File: src/rtl/disp_pkg.sv
// Shared types and constants for the display scanner.
// DISP_LEADING_ZERO_BLANK_EN (optional): blank leading zeros of the shown value.
package disp_pkg;

    typedef enum logic [1:0] {
        ST_IDLE = 2'd0,
        ST_DEAD = 2'd1,
        ST_ON   = 2'd2
    } disp_state_e;

    // The downstream decoder renders this nibble as an unlit digit.
    localparam logic [3:0] BLANK_NIBBLE = 4'hF;

    function automatic int idx_width(input int n);
        return (n > 1) ? $clog2(n) : 1;
    endfunction

endpackage

File: src/rtl/disp_scan_mux_if.sv
// Interface bundling the scanner's value-load inputs and display-side outputs.
interface disp_scan_mux_if #(
    parameter int NUM_DIGITS = 4
) ();

    // load is a one-cycle strobe with no ready: value_bcd/dp_in are taken on
    // every edge where load=1, and the scanner never back-pressures.
    logic                      enable;
    logic                      load;
    logic [4*NUM_DIGITS-1:0]   value_bcd;
    logic [NUM_DIGITS-1:0]     dp_in;

    logic [3:0]                digit_num;
    logic [NUM_DIGITS-1:0]     dig_an_n;
    logic                      dp_n;
    logic                      frame_tick;
    disp_pkg::disp_state_e     state_dbg;

    modport master (
        output enable, load, value_bcd, dp_in,
        input  digit_num, dig_an_n, dp_n, frame_tick, state_dbg
    );

    modport slave (
        input  enable, load, value_bcd, dp_in,
        output digit_num, dig_an_n, dp_n, frame_tick, state_dbg
    );

endinterface

File: src/rtl/disp_slot_timer.sv
// Per-digit slot counter: flags the last dead cycle and the last slot cycle.
module disp_slot_timer
    import disp_pkg::*;
#(
    parameter int REFRESH_DIV = 50000,
    parameter int DEAD_CYCLES = 16
) (
    input  logic clk,
    input  logic rst_n,
    input  logic clear,
    output logic dead_done,
    output logic slot_done
);

    localparam int CNT_W = idx_width(REFRESH_DIV);

    logic [CNT_W-1:0] cnt_q, cnt_d;

    always_comb begin
        cnt_d = cnt_q + 1'b1;
        if (clear || slot_done) begin
            cnt_d = '0;
        end
    end

    always_ff @(posedge clk or negedge rst_n) begin
        if (!rst_n) begin
            cnt_q <= '0;
        end else begin
            cnt_q <= cnt_d;
        end
    end

    assign dead_done = (cnt_q == CNT_W'(DEAD_CYCLES - 1));
    assign slot_done = (cnt_q == CNT_W'(REFRESH_DIV - 1));

endmodule

File: src/rtl/disp_scan_mux.sv
// Time-multiplexed 7-segment scanner with a tear-free frame register.
// DISP_LEADING_ZERO_BLANK_EN: when defined, leading zeros are shown blank.
module disp_scan_mux
    import disp_pkg::*;
#(
    parameter int NUM_DIGITS  = 4,
    parameter int REFRESH_DIV = 50000,
    parameter int DEAD_CYCLES = 16
) (
    input  logic            clk,
    input  logic            rst_n,
    disp_scan_mux_if.slave  bus
);

    localparam int IDX_W = idx_width(NUM_DIGITS);
    localparam logic [IDX_W-1:0] LAST_IDX = IDX_W'(NUM_DIGITS - 1);

    disp_state_e             state_q, state_d;
    logic [IDX_W-1:0]        idx_q, idx_d;
    logic [4*NUM_DIGITS-1:0] pend_val_q, pend_val_d, act_val_q, act_val_d;
    logic [NUM_DIGITS-1:0]   pend_dp_q, pend_dp_d, act_dp_q, act_dp_d;
    logic [NUM_DIGITS-1:0]   blank_q, blank_d;
    logic                    pend_valid_q, pend_valid_d;
    logic [3:0]              digit_num_q, digit_num_d;
    logic [NUM_DIGITS-1:0]   dig_an_n_q, dig_an_n_d;
    logic                    dp_n_q, dp_n_d;
    logic                    frame_tick_q, frame_tick_d;
    logic                    wrap, enter, commit;
    logic                    dead_done, slot_done, timer_clear;

`ifdef DISP_LEADING_ZERO_BLANK_EN
    function automatic logic [NUM_DIGITS-1:0] lz_blank(input logic [4*NUM_DIGITS-1:0] v);
        logic zero_above;
        lz_blank   = '0;
        zero_above = 1'b1;
        for (int i = NUM_DIGITS - 1; i >= 1; i--) begin
            zero_above  = zero_above && (v[4*i +: 4] == 4'h0);
            lz_blank[i] = zero_above;
        end
    endfunction
`endif

    assign timer_clear = (state_q == ST_IDLE) || !bus.enable;

    disp_slot_timer #(
        .REFRESH_DIV (REFRESH_DIV),
        .DEAD_CYCLES (DEAD_CYCLES)
    ) u_timer (
        .clk       (clk),
        .rst_n     (rst_n),
        .clear     (timer_clear),
        .dead_done (dead_done),
        .slot_done (slot_done)
    );

    always_ff @(posedge clk or negedge rst_n) begin
        if (!rst_n) begin
            state_q <= ST_IDLE;
            idx_q   <= '0;
        end else begin
            state_q <= state_d;
            idx_q   <= idx_d;
        end
    end

    // Next state; also flags the two commit points (frame wrap, scan start).
    always_comb begin
        state_d = state_q;
        idx_d   = idx_q;
        wrap    = 1'b0;
        enter   = 1'b0;
        if (!bus.enable) begin
            state_d = ST_IDLE;
            idx_d   = '0;
        end else begin
            case (state_q)
                ST_IDLE: begin
                    state_d = ST_DEAD;
                    idx_d   = '0;
                    enter   = 1'b1;
                end
                ST_DEAD: begin
                    if (dead_done) state_d = ST_ON;
                end
                ST_ON: begin
                    if (slot_done) begin
                        state_d = ST_DEAD;
                        if (idx_q == LAST_IDX) begin
                            idx_d = '0;
                            wrap  = 1'b1;
                        end else begin
                            idx_d = idx_q + 1'b1;
                        end
                    end
                end
                default: state_d = ST_IDLE;
            endcase
        end
    end

    // A load coinciding with a commit bypasses pending and lands in active.
    always_comb begin
        pend_val_d   = pend_val_q;
        pend_dp_d    = pend_dp_q;
        pend_valid_d = pend_valid_q;
        act_val_d    = act_val_q;
        act_dp_d     = act_dp_q;
        commit       = wrap || enter;
        if (bus.load) begin
            pend_val_d = bus.value_bcd;
            pend_dp_d  = bus.dp_in;
        end
        if (commit) begin
            pend_valid_d = 1'b0;
            if (bus.load) begin
                act_val_d = bus.value_bcd;
                act_dp_d  = bus.dp_in;
            end else if (pend_valid_q) begin
                act_val_d = pend_val_q;
                act_dp_d  = pend_dp_q;
            end
        end else if (bus.load) begin
            pend_valid_d = 1'b1;
        end
`ifdef DISP_LEADING_ZERO_BLANK_EN
        blank_d = commit ? lz_blank(act_val_d) : blank_q;
`else
        blank_d = '0;
`endif
    end

    // Outputs are decoded from next-state values so the flops line up with state_q.
    always_comb begin
        digit_num_d  = BLANK_NIBBLE;
        dig_an_n_d   = '1;
        dp_n_d       = 1'b1;
        frame_tick_d = wrap;
        if (state_d != ST_IDLE) begin
            digit_num_d = blank_d[idx_d] ? BLANK_NIBBLE : act_val_d[4*idx_d +: 4];
        end
        if (state_d == ST_ON) begin
            dig_an_n_d[idx_d] = 1'b0;
            dp_n_d            = ~act_dp_d[idx_d];
        end
    end

    always_ff @(posedge clk or negedge rst_n) begin
        if (!rst_n) begin
            pend_val_q   <= {NUM_DIGITS{BLANK_NIBBLE}};
            pend_dp_q    <= '0;
            pend_valid_q <= 1'b0;
            act_val_q    <= {NUM_DIGITS{BLANK_NIBBLE}};
            act_dp_q     <= '0;
            blank_q      <= '0;
            digit_num_q  <= BLANK_NIBBLE;
            dig_an_n_q   <= '1;
            dp_n_q       <= 1'b1;
            frame_tick_q <= 1'b0;
        end else begin
            pend_val_q   <= pend_val_d;
            pend_dp_q    <= pend_dp_d;
            pend_valid_q <= pend_valid_d;
            act_val_q    <= act_val_d;
            act_dp_q     <= act_dp_d;
            blank_q      <= blank_d;
            digit_num_q  <= digit_num_d;
            dig_an_n_q   <= dig_an_n_d;
            dp_n_q       <= dp_n_d;
            frame_tick_q <= frame_tick_d;
        end
    end

    assign bus.digit_num  = digit_num_q;
    assign bus.dig_an_n   = dig_an_n_q;
    assign bus.dp_n       = dp_n_q;
    assign bus.frame_tick = frame_tick_q;
    assign bus.state_dbg  = state_q;

endmodule

File: src/flat_wrapper.sv
// flat-port wrapper written by rule: the top's interface ports become plain ports
module disp_scan_mux_flat import disp_pkg::*;
#(
    parameter int NUM_DIGITS  = 4,
    parameter int REFRESH_DIV = 50000,
    parameter int DEAD_CYCLES = 16
)
  (clk, rst_n, bus_enable, bus_load, bus_value_bcd, bus_dp_in, bus_digit_num, bus_dig_an_n, bus_dp_n, bus_frame_tick, bus_state_dbg);
  disp_scan_mux_if #(.NUM_DIGITS(NUM_DIGITS)) bus_i ();
  input  logic clk;
  input  logic rst_n;
  input wire logic [$bits(bus_i.enable)-1:0] bus_enable;
  input wire logic [$bits(bus_i.load)-1:0] bus_load;
  input wire logic [$bits(bus_i.value_bcd)-1:0] bus_value_bcd;
  input wire logic [$bits(bus_i.dp_in)-1:0] bus_dp_in;
  output wire logic [$bits(bus_i.digit_num)-1:0] bus_digit_num;
  output wire logic [$bits(bus_i.dig_an_n)-1:0] bus_dig_an_n;
  output wire logic [$bits(bus_i.dp_n)-1:0] bus_dp_n;
  output wire logic [$bits(bus_i.frame_tick)-1:0] bus_frame_tick;
  output wire logic [$bits(bus_i.state_dbg)-1:0] bus_state_dbg;
  assign bus_i.enable = bus_enable;
  assign bus_i.load = bus_load;
  assign bus_i.value_bcd = bus_value_bcd;
  assign bus_i.dp_in = bus_dp_in;
  assign bus_digit_num = bus_i.digit_num;
  assign bus_dig_an_n = bus_i.dig_an_n;
  assign bus_dp_n = bus_i.dp_n;
  assign bus_frame_tick = bus_i.frame_tick;
  assign bus_state_dbg = bus_i.state_dbg;
  disp_scan_mux #(.NUM_DIGITS(NUM_DIGITS), .REFRESH_DIV(REFRESH_DIV), .DEAD_CYCLES(DEAD_CYCLES)) u_core (.clk(clk), .rst_n(rst_n), .bus(bus_i));
endmodule
File: config.mk
export PLATFORM = sky130hd
export DESIGN_NAME = disp_scan_mux_flat
export DESIGN_NICKNAME = d
export VERILOG_FILES = /design/src/rtl/disp_pkg.sv /design/src/rtl/disp_scan_mux_if.sv /design/src/rtl/disp_slot_timer.sv /design/src/rtl/disp_scan_mux.sv /design/src/flat_wrapper.sv
export SDC_FILE = /design/constraint.sdc
export NUM_CORES = 1
export LEC_CHECK = 0
export CORE_ASPECT_RATIO = 1.4
export CORE_MARGIN = 5
export CORE_UTILIZATION = 59
export CTS_BUF_LIST = sky130_fd_sc_hd__clkbuf_2
export CTS_CLUSTER_DIAMETER = 100
export DETAILED_ROUTE_END_ITERATION = 16
export DONT_BUFFER_PORTS = 1
export GPL_TIMING_DRIVEN = 0
export PLACE_DENSITY = 0.78
export REMOVE_ABC_BUFFERS = 1
export SLEW_MARGIN = 15
export SYNTH_ARGS = -nofsm -noshare
export SYNTH_HDL_FRONTEND = slang
export SYNTH_HIERARCHICAL = 1
export SYNTH_SLANG_ARGS = --single-unit
File: constraint.sdc
create_clock -name clk -period 2.7 [get_ports clk]
set_input_delay 0.54 -clock clk [delete_from_list [all_inputs] [get_ports clk]]
set_output_delay 0.54 -clock clk [all_outputs]
set_load 0.02 [all_outputs]
; ---- Yosys cells after proc, flatten, opt, wreduce, memory -nomap -nowiden
; Cells that the tools add are included.
[word_totals]
romBits = 0
memories = 0
output_inout_bits = 12
latch_bits = 0
ramBits = 0
ff_bits = 71
[classes]
shift = 1
magnitude_cmp = 2
n_eq_ne = 6
n_addsub = 2
div_mod_pow = 0
n_mul = 0
reduce_logical = 8
bitwise = 2
mux = 33
[ops]
columns = cell, count
row1 = $mux 16, 4
row2 = $mux 4, 6
row3 = $add 16x1->16 const B, 1
row4 = $eq 16x16->1 const B, 1
row5 = $eq 16x4->1 const B, 1
row6 = $shiftx 16x5->4, 1
row7 = $mux 1, 12
row8 = $mux 2, 6
row9 = $eq 2x2->1 const B, 3
row10 = $pmux 2 s3, 1
row11 = $bmux 1 s2, 2
row12 = $not 4->4, 1
row13 = $pmux 2 s2, 1
row14 = $reduce_bool 2->1, 2
row15 = $logic_or 1x1->1, 3
row16 = $lt 2x3->1 const B, 1
row17 = $add 2x1->2 const B, 1
row18 = $demux 1 s2, 1
row19 = $eq 2x1->1 const B, 1
row20 = $ge 2x1->1 const B, 1
row21 = $logic_not 2->1, 1
row22 = $logic_and 1x1->1, 1
row23 = $logic_not 1->1, 1
row24 = $not 1->1, 1

; ---- Logic depth before layout (Yosys ltp)
[logic_depth]
word_depth = 11
mapped_depth = 11

; ---- Cells and area by module
; The synthesis kept the hierarchy.
[by_module_without_submodules]
columns = mod, seq_area_each_um2, n_inst, cells_each, area_per_inst_um2
row1 = disp_scan_mux, 1427.6, 1, 233, 2546.2
row2 = disp_slot_timer, 400.4, 1, 84, 818.3

; ---- Least setup slack after synthesis
; OpenSTA, ideal clock, no wires.
[synth_path]
kind = register to register
from = register u_core.u_timer.cnt_q[10]
to = register u_core.digit_num_q[3], in the netlist u_core/bus.digit_num[3]
required_time_ns = 2.634
arrival_time_ns = 2.585
period_less_slack_ns = 2.651
stages_incl_launch_ff = 9
path_slack_ns = 0.049
cell_sequence = dfrtp_1 -> or4_4 -> nor4_4 -> inv_1 -> a21oi_1 -> o21a_1 -> clkinv_1 -> or4_1 -> nand4_1
[synth_via]
word_cells_on_any_way = 20
classes_between = eq/ne: 2 / shift: 1 / mux: 15 / reduce/logical: 2
[synth_lines]
columns = item, line_no
row1 = from (decl), disp_slot_timer.sv:17  ; logic [CNT_W-1:0] cnt_q, cnt_d;
row2 = from (signal assigned), disp_slot_timer.sv:30  ; cnt_q <= cnt_d;
row3 = $eq 16x16->1 *, disp_slot_timer.sv:35  ; assign slot_done = (cnt_q == CNT_W'(REFRESH_DIV - 1));
row4 = named net u_core.slot_done, disp_scan_mux.sv:29  ; logic dead_done, slot_done, timer_clear;
row5 = $mux 2 *, disp_scan_mux.sv:86  ; if (slot_done) begin
row6 = $pmux 2 s2 *, disp_scan_mux.sv:76  ; case (state_q)
row7 = $mux 2 *, disp_scan_mux.sv:72  ; if (!bus.enable) begin
row8 = named net u_core.idx_d[0], disp_scan_mux.sv:19  ; logic [IDX_W-1:0] idx_q, idx_d;
row9 = branches (longest 2 deep; another with $shiftx 16x5->4), n/a
row10 = $mux 4 *, disp_scan_mux.sv:139  ; digit_num_d = blank_d[idx_d] ? BLANK_NIBBLE : act_val_d[4*idx_d +: 4];
row11 = $mux 4 *, disp_scan_mux.sv:138  ; if (state_d != ST_IDLE) begin
row12 = named net u_core.digit_num_d[3], disp_scan_mux.sv:24  ; logic [3:0] digit_num_q, digit_num_d;
row13 = to (signal assigned), disp_scan_mux.sv:166  ; digit_num_q <= digit_num_d;
row14 = to (decl), disp_scan_mux.sv:24
; Mark *: on every way through the listed nets, which the timed path passes. The select of a mux whose other input is x is not followed.
; A chain may end at the register's enable or synchronous reset.

; ---- Worst setup path after layout
[layout_path]
from = register u_core.u_timer.cnt_q[11]
to = register u_core.digit_num_q[0], in the netlist u_core/bus.digit_num[0]
[layout_via]
elab_chain_cells = 9
word_cells_on_any_way = 20
classes_between = eq/ne: 2 / shift: 1 / mux: 15 / reduce/logical: 2
[layout_rtl]
columns = item, line_no
row1 = $eq 16x16->1, disp_slot_timer.sv:35
row2 = named net u_core.slot_done, disp_scan_mux.sv:29
row3 = $mux 1, disp_scan_mux.sv:86
row4 = $mux 1, disp_scan_mux.sv:76
row5 = $mux 1, disp_scan_mux.sv:72
row6 = $logic_or 1x1->1, disp_scan_mux.sv:108  ; commit = wrap || enter;
row7 = $mux 16, disp_scan_mux.sv:113  ; if (commit) begin
row8 = named net u_core.act_val_d[0], disp_scan_mux.sv:20  ; logic [4*NUM_DIGITS-1:0] pend_val_q, pend_val_d, act_val_q, act_val_d;
row9 = $shiftx 16x5->4, disp_scan_mux.sv:139
row10 = $mux 4, disp_scan_mux.sv:139
row11 = $mux 4, disp_scan_mux.sv:138
row12 = named net u_core.digit_num_d[0], disp_scan_mux.sv:24
; The timed path passes the listed nets, and every way through them passes these cells. The select of a mux whose other input is x is not followed.

==> flow_summary.ini <==
[final_layout]
num_antenna_cells = 0
fillers = 387
finalCoreUtilization = 0.706
postLayoutCellArea_sq_um = 3900
area_growth_pct = 16.0
drive_gt1_frac = 0.378
final_net_count = 368

[logic_synthesis]
synth-seq-cells = 71
postSynthCellCount = 317
postSynth.topFlopCell = sky130_fd_sc_hd__dfstp_2
number_of_enable_type_register_cells_in_the_synthesized_netlist = 0
post_synth.cell_area_avg_sq_um = 10.6
synthesis.area_sq_um = 3360
yosysUniqueCellTypes = 51
asyncSetResetFlopFracSynth = 1.00
synth.yosys.warnings = 6
yosysSeqAreaShare = 0.543

[timing]
timing.final.crit_share = 1.01
timing.slew.headroom = 0.544
timing.final.ws_setup_ns = -0.0301
final-hold-violation-count = 0
achievable-frequency_ghz = 0.366
grt_setup_unrepaired = yes
maxSlewViolCount = 0
fin_crit_ns = 2.73
finalSetupViolCount = 2
tightest_slew_ns = 0.684
timing.clock.skew_ns = 0.0435

[die]
fp.coreArea_sq_um = 5530
die_w_um = 73.8
fp.dieArea_sq_um = 7330
die_height_um = 99.4
std_cell_rows = 32
initial_utilization = 0.609
ios = 36

[drt]
drt_drc_violations_left = 0
routed_via_density = 6.25
drt-initial-drc-count = 204
num_vias = 2595
wl_um = 8150
antenna_violating_nets_post_route = 0
first_pass_drt_iterations = 4
routedWlPerCell_um = 19.6

[cts]
numCtsBuffers = 9
clk_latency_ns = 0.52
clk_transition_reported_paths_ns = 0.21
cts_tree = done
cts-root-buf = sky130_fd_sc_hd__clkbuf_2
clock_tree.buffer_depth = 2
cts_htree_levels = 3
number_of_clock_sinks = 71

[worst_setup_path]
criticalPathCategory = register to register
worstSetupStartpointType = register
timing.critical_path.slowest_cell_delay_ns = 0.57
path_max_fanout = 7
required_ns = 3.14
worst_setup_end_kind = register
arrival_ns = 3.17
cp_cell_sequence = or4_4 > nor4_4 > buf_4 > a21bo_4 > buf_12 > and2_4 > buf_4 > o22ai_1 > nor2_1 > nor2_1 > a211oi_2
worst_path_max_delay_cell = sky130_fd_sc_hd__or4_4

[power_and_ir_drop]
design_power_total_uw = 2290
irDropWorstVdd_mv = 0.438
power_density_cells_nw_per_um2 = 588
power_frac_clock = 0.297
p_seq_frac = 0.570
power.switching_uw = 618
swShare = 0.270
p_leak_uw = 0.00154
internal_power_uw = 1670
share_comb_of_total_power = 0.134

[run_status]
status = complete, but fails checks
violated_checks = setup timing

[global_route]
via_count_of_the_first_global_routing_pass = 2459
global_route_wire_length_before_repair_um = 11500
grt_util_all_layers = 0.203
maximum_number_of_pins_on_one_net_before_global_route_repair = 72
antenna_found_initial = 0
global_route.overflow_total = 0

[placed_design]
placedInstanceArea_sq_um = 3340
preCtsSetupSlack_ns = -0.534
io_buffer_count = 0
dp_hpwl_um = 4510
gp_congestion = 0.876

[job]
max_cap_violations = 0

[worst_hold_path]
worst_hold_path_type = input port to register
## Yosys cell counts (2+ instances only)
master	n	area (sq um)
sky130_fd_sc_hd__or4_1	2	15.0
sky130_fd_sc_hd__mux2_2	17	191
sky130_fd_sc_hd__o21a_1	4	30.0
sky130_fd_sc_hd__dfstp_2	41	1080
sky130_fd_sc_hd__a31oi_1	3	18.8
sky130_fd_sc_hd__buf_6	3	33.8
sky130_fd_sc_hd__nand2_1	21	78.8
sky130_fd_sc_hd__clkbuf_1	3	11.3
sky130_fd_sc_hd__o21bai_1	2	15.0
sky130_fd_sc_hd__a41oi_1	2	17.5
sky130_fd_sc_hd__nor4_1	4	25.0
sky130_fd_sc_hd__o32a_1	6	60.1
sky130_fd_sc_hd__buf_2	9	45.0
sky130_fd_sc_hd__a21o_1	2	15.0
sky130_fd_sc_hd__nand4_1	6	37.5
sky130_fd_sc_hd__a21oi_1	10	50.1
sky130_fd_sc_hd__or3_1	2	12.5
sky130_fd_sc_hd__inv_1	10	37.5
sky130_fd_sc_hd__ha_1	2	25.0
sky130_fd_sc_hd__nor2_1	52	195
sky130_fd_sc_hd__o32ai_1	10	87.6
sky130_fd_sc_hd__o22ai_1	11	68.8
sky130_fd_sc_hd__nand3_1	11	55.1
sky130_fd_sc_hd__xnor2_1	12	105
sky130_fd_sc_hd__nand2b_1	2	12.5
sky130_fd_sc_hd__xor2_1	2	17.5
sky130_fd_sc_hd__dfrtp_1	30	751
sky130_fd_sc_hd__nor3_1	6	30.0
sky130_fd_sc_hd__clkinv_1	2	7.51
sky130_fd_sc_hd__o21ai_0	7	35.0
sky130_fd_sc_hd__buf_4	2	15.0
sky130_fd_sc_hd__a22o_1	2	17.5
## final timing paths
kind                                                end  slack [ns]  cells after the start                startpoint
min in group asynchronous         u_core/bus.frame_tick        0.56                      2                     rst_n
worst max register to register  u_core/bus.digit_num[0]       -0.03                     11  u_core/u_timer/cnt_q[11]
worst min-delay path               u_core/pend_val_q[2]        0.07                      1                  bus_load
max in group asynchronous          u_core/act_val_q[15]        1.79                      2                     rst_n
worst min register to register  u_core/u_timer/cnt_q[0]        0.51                      1   u_core/u_timer/cnt_q[0]
worst max-delay path            u_core/bus.digit_num[0]       -0.03                     11  u_core/u_timer/cnt_q[11]
## state kept, by name, indices dropped and copies added (netlist names)
name                   flops
u_core/bus.frame_tick      1
u_core/idx_q               2
u_core/u_timer/cnt_q      16
u_core/act_val_q          16
u_core/act_dp_q            4
u_core/pend_dp_q           4
u_core/pend_valid_q        1
u_core/bus.state_dbg       2
u_core/bus.digit_num       4
u_core/bus.dp_n            1
u_core/pend_val_q         16
u_core/bus.dig_an_n        4
## layout make-up
type / instances / area, sq um / area share
Clock buffer: 9 / 45.0 / 0.0115
Clock inverter: 7 / 87.6 / 0.0224
Timing Repair Buffer: 29 / 253 / 0.0648
Inverter: 12 / 48.8 / 0.0125
Multi-Input combinational cell: 219 / 1550 / 0.398
Sequential cell: 71 / 1830 / 0.469
Tap cell: 68 / 85.1 / 0.0218
## layout by cell type, fill, tap and decap left out, types with 2 or more instances in the layout
cell type                   instances
sky130_fd_sc_hd__inv_1             10
sky130_fd_sc_hd__nand2_4            3
sky130_fd_sc_hd__clkbuf_2           9
sky130_fd_sc_hd__nand3_1           10
sky130_fd_sc_hd__nand2b_1           2
sky130_fd_sc_hd__o21bai_1           2
sky130_fd_sc_hd__or3_1              2
sky130_fd_sc_hd__o21ai_0            6
sky130_fd_sc_hd__mux2_2            17
sky130_fd_sc_hd__o22ai_1           10
sky130_fd_sc_hd__o32a_1             6
sky130_fd_sc_hd__o32ai_2            5
sky130_fd_sc_hd__a21oi_1            9
sky130_fd_sc_hd__o32ai_1            4
sky130_fd_sc_hd__nor2_1            51
sky130_fd_sc_hd__bufinv_16          2
sky130_fd_sc_hd__or4_1              2
sky130_fd_sc_hd__a31oi_1            3
sky130_fd_sc_hd__xnor2_1           12
sky130_fd_sc_hd__a41oi_1            2
sky130_fd_sc_hd__o21a_1             3
sky130_fd_sc_hd__nor3_1             5
sky130_fd_sc_hd__ha_1               2
sky130_fd_sc_hd__buf_4             26
sky130_fd_sc_hd__nand2_1           19
sky130_fd_sc_hd__dfstp_2           41
sky130_fd_sc_hd__nor4_1             3
sky130_fd_sc_hd__clkinv_2           4
sky130_fd_sc_hd__a21o_1             2
sky130_fd_sc_hd__nand4_1            6
sky130_fd_sc_hd__dfrtp_1           29
sky130_fd_sc_hd__and2_4             2
sky130_fd_sc_hd__a22o_1             2
sky130_fd_sc_hd__xor2_1             2
## power by group through the flow
| stage | clock (uW) | combinational, uW | sequential [uW] |
|---|---|---|---|
| after floorplan | 0 | 189 | 1290 |
| after global placement | 0 | 218 | 1300 |
| after detailed placement | 0 | 226 | 1310 |
| after CTS | 691 | 259 | 1290 |
| after global routing | 740 | 330 | 1320 |
| final | 680 | 306 | 1310 |
## through the flow
| stage | hold slack (ns) | TNS [ns] | cells |
|---|---|---|---|
| floorplan | 0.244 | -0.00961 | 299 |
| global placement | 0.246 | -2.14 | 367 |
| detailed placement | 0.246 | -3.46 | 367 |
| CTS | 0.0388 | -0.0315 | 388 |
| global route | 0.00594 | -0.281 | 415 |
| finish | 0.0696 | -0.0413 | 415 |
## layer usage
layer | part of all wire | global-route usage | up-vias
met5 | 0 | 0 | -
met4 | 0.032 | 0.0767 | 0
met3 | 0.058 | 0.0637 | 30
met2 | 0.54 | 0.341 | 85
met1 | 0.37 | 0.240 | 1292
li1 | - | - | 1188
## critical path: cells and delay by family, from the launching register on
kind | cells | cell delay, ns
compound gates | 3 | 0.38
buf+inv | 3 | 0.43
flops | 1 | 0.43
simple gates | 5 | 1.44
## kinds of logic (layout without fill, tap and decap cells)
family / after synthesis / count (layout) / synth area share
buffers and inverters: 30 / 57 / 0.0457
AND/OR/NAND/NOR: 118 / 121 / 0.170
XOR/XNOR: 14 / 14 / 0.0364
adder cells (fa/ha/maj): 2 / 2 / 0.00744
AO/OA/AOI/OAI: 64 / 64 / 0.138
multiplexers: 18 / 18 / 0.0599
flip-flops: 71 / 71 / 0.543
## repair_timing
action | in CTS | in global routing
resized for setup | 9 | 23
endpoints found under the hold margin | 71 | 0
setup endpoints to repair | 22 | 5
pin swaps | 3 | 20
buffers inserted | 3 | 24
hold buffers | 2 | 0
cloned | 0 | 3
Note: power is estimated with default switching activity, not from simulation.
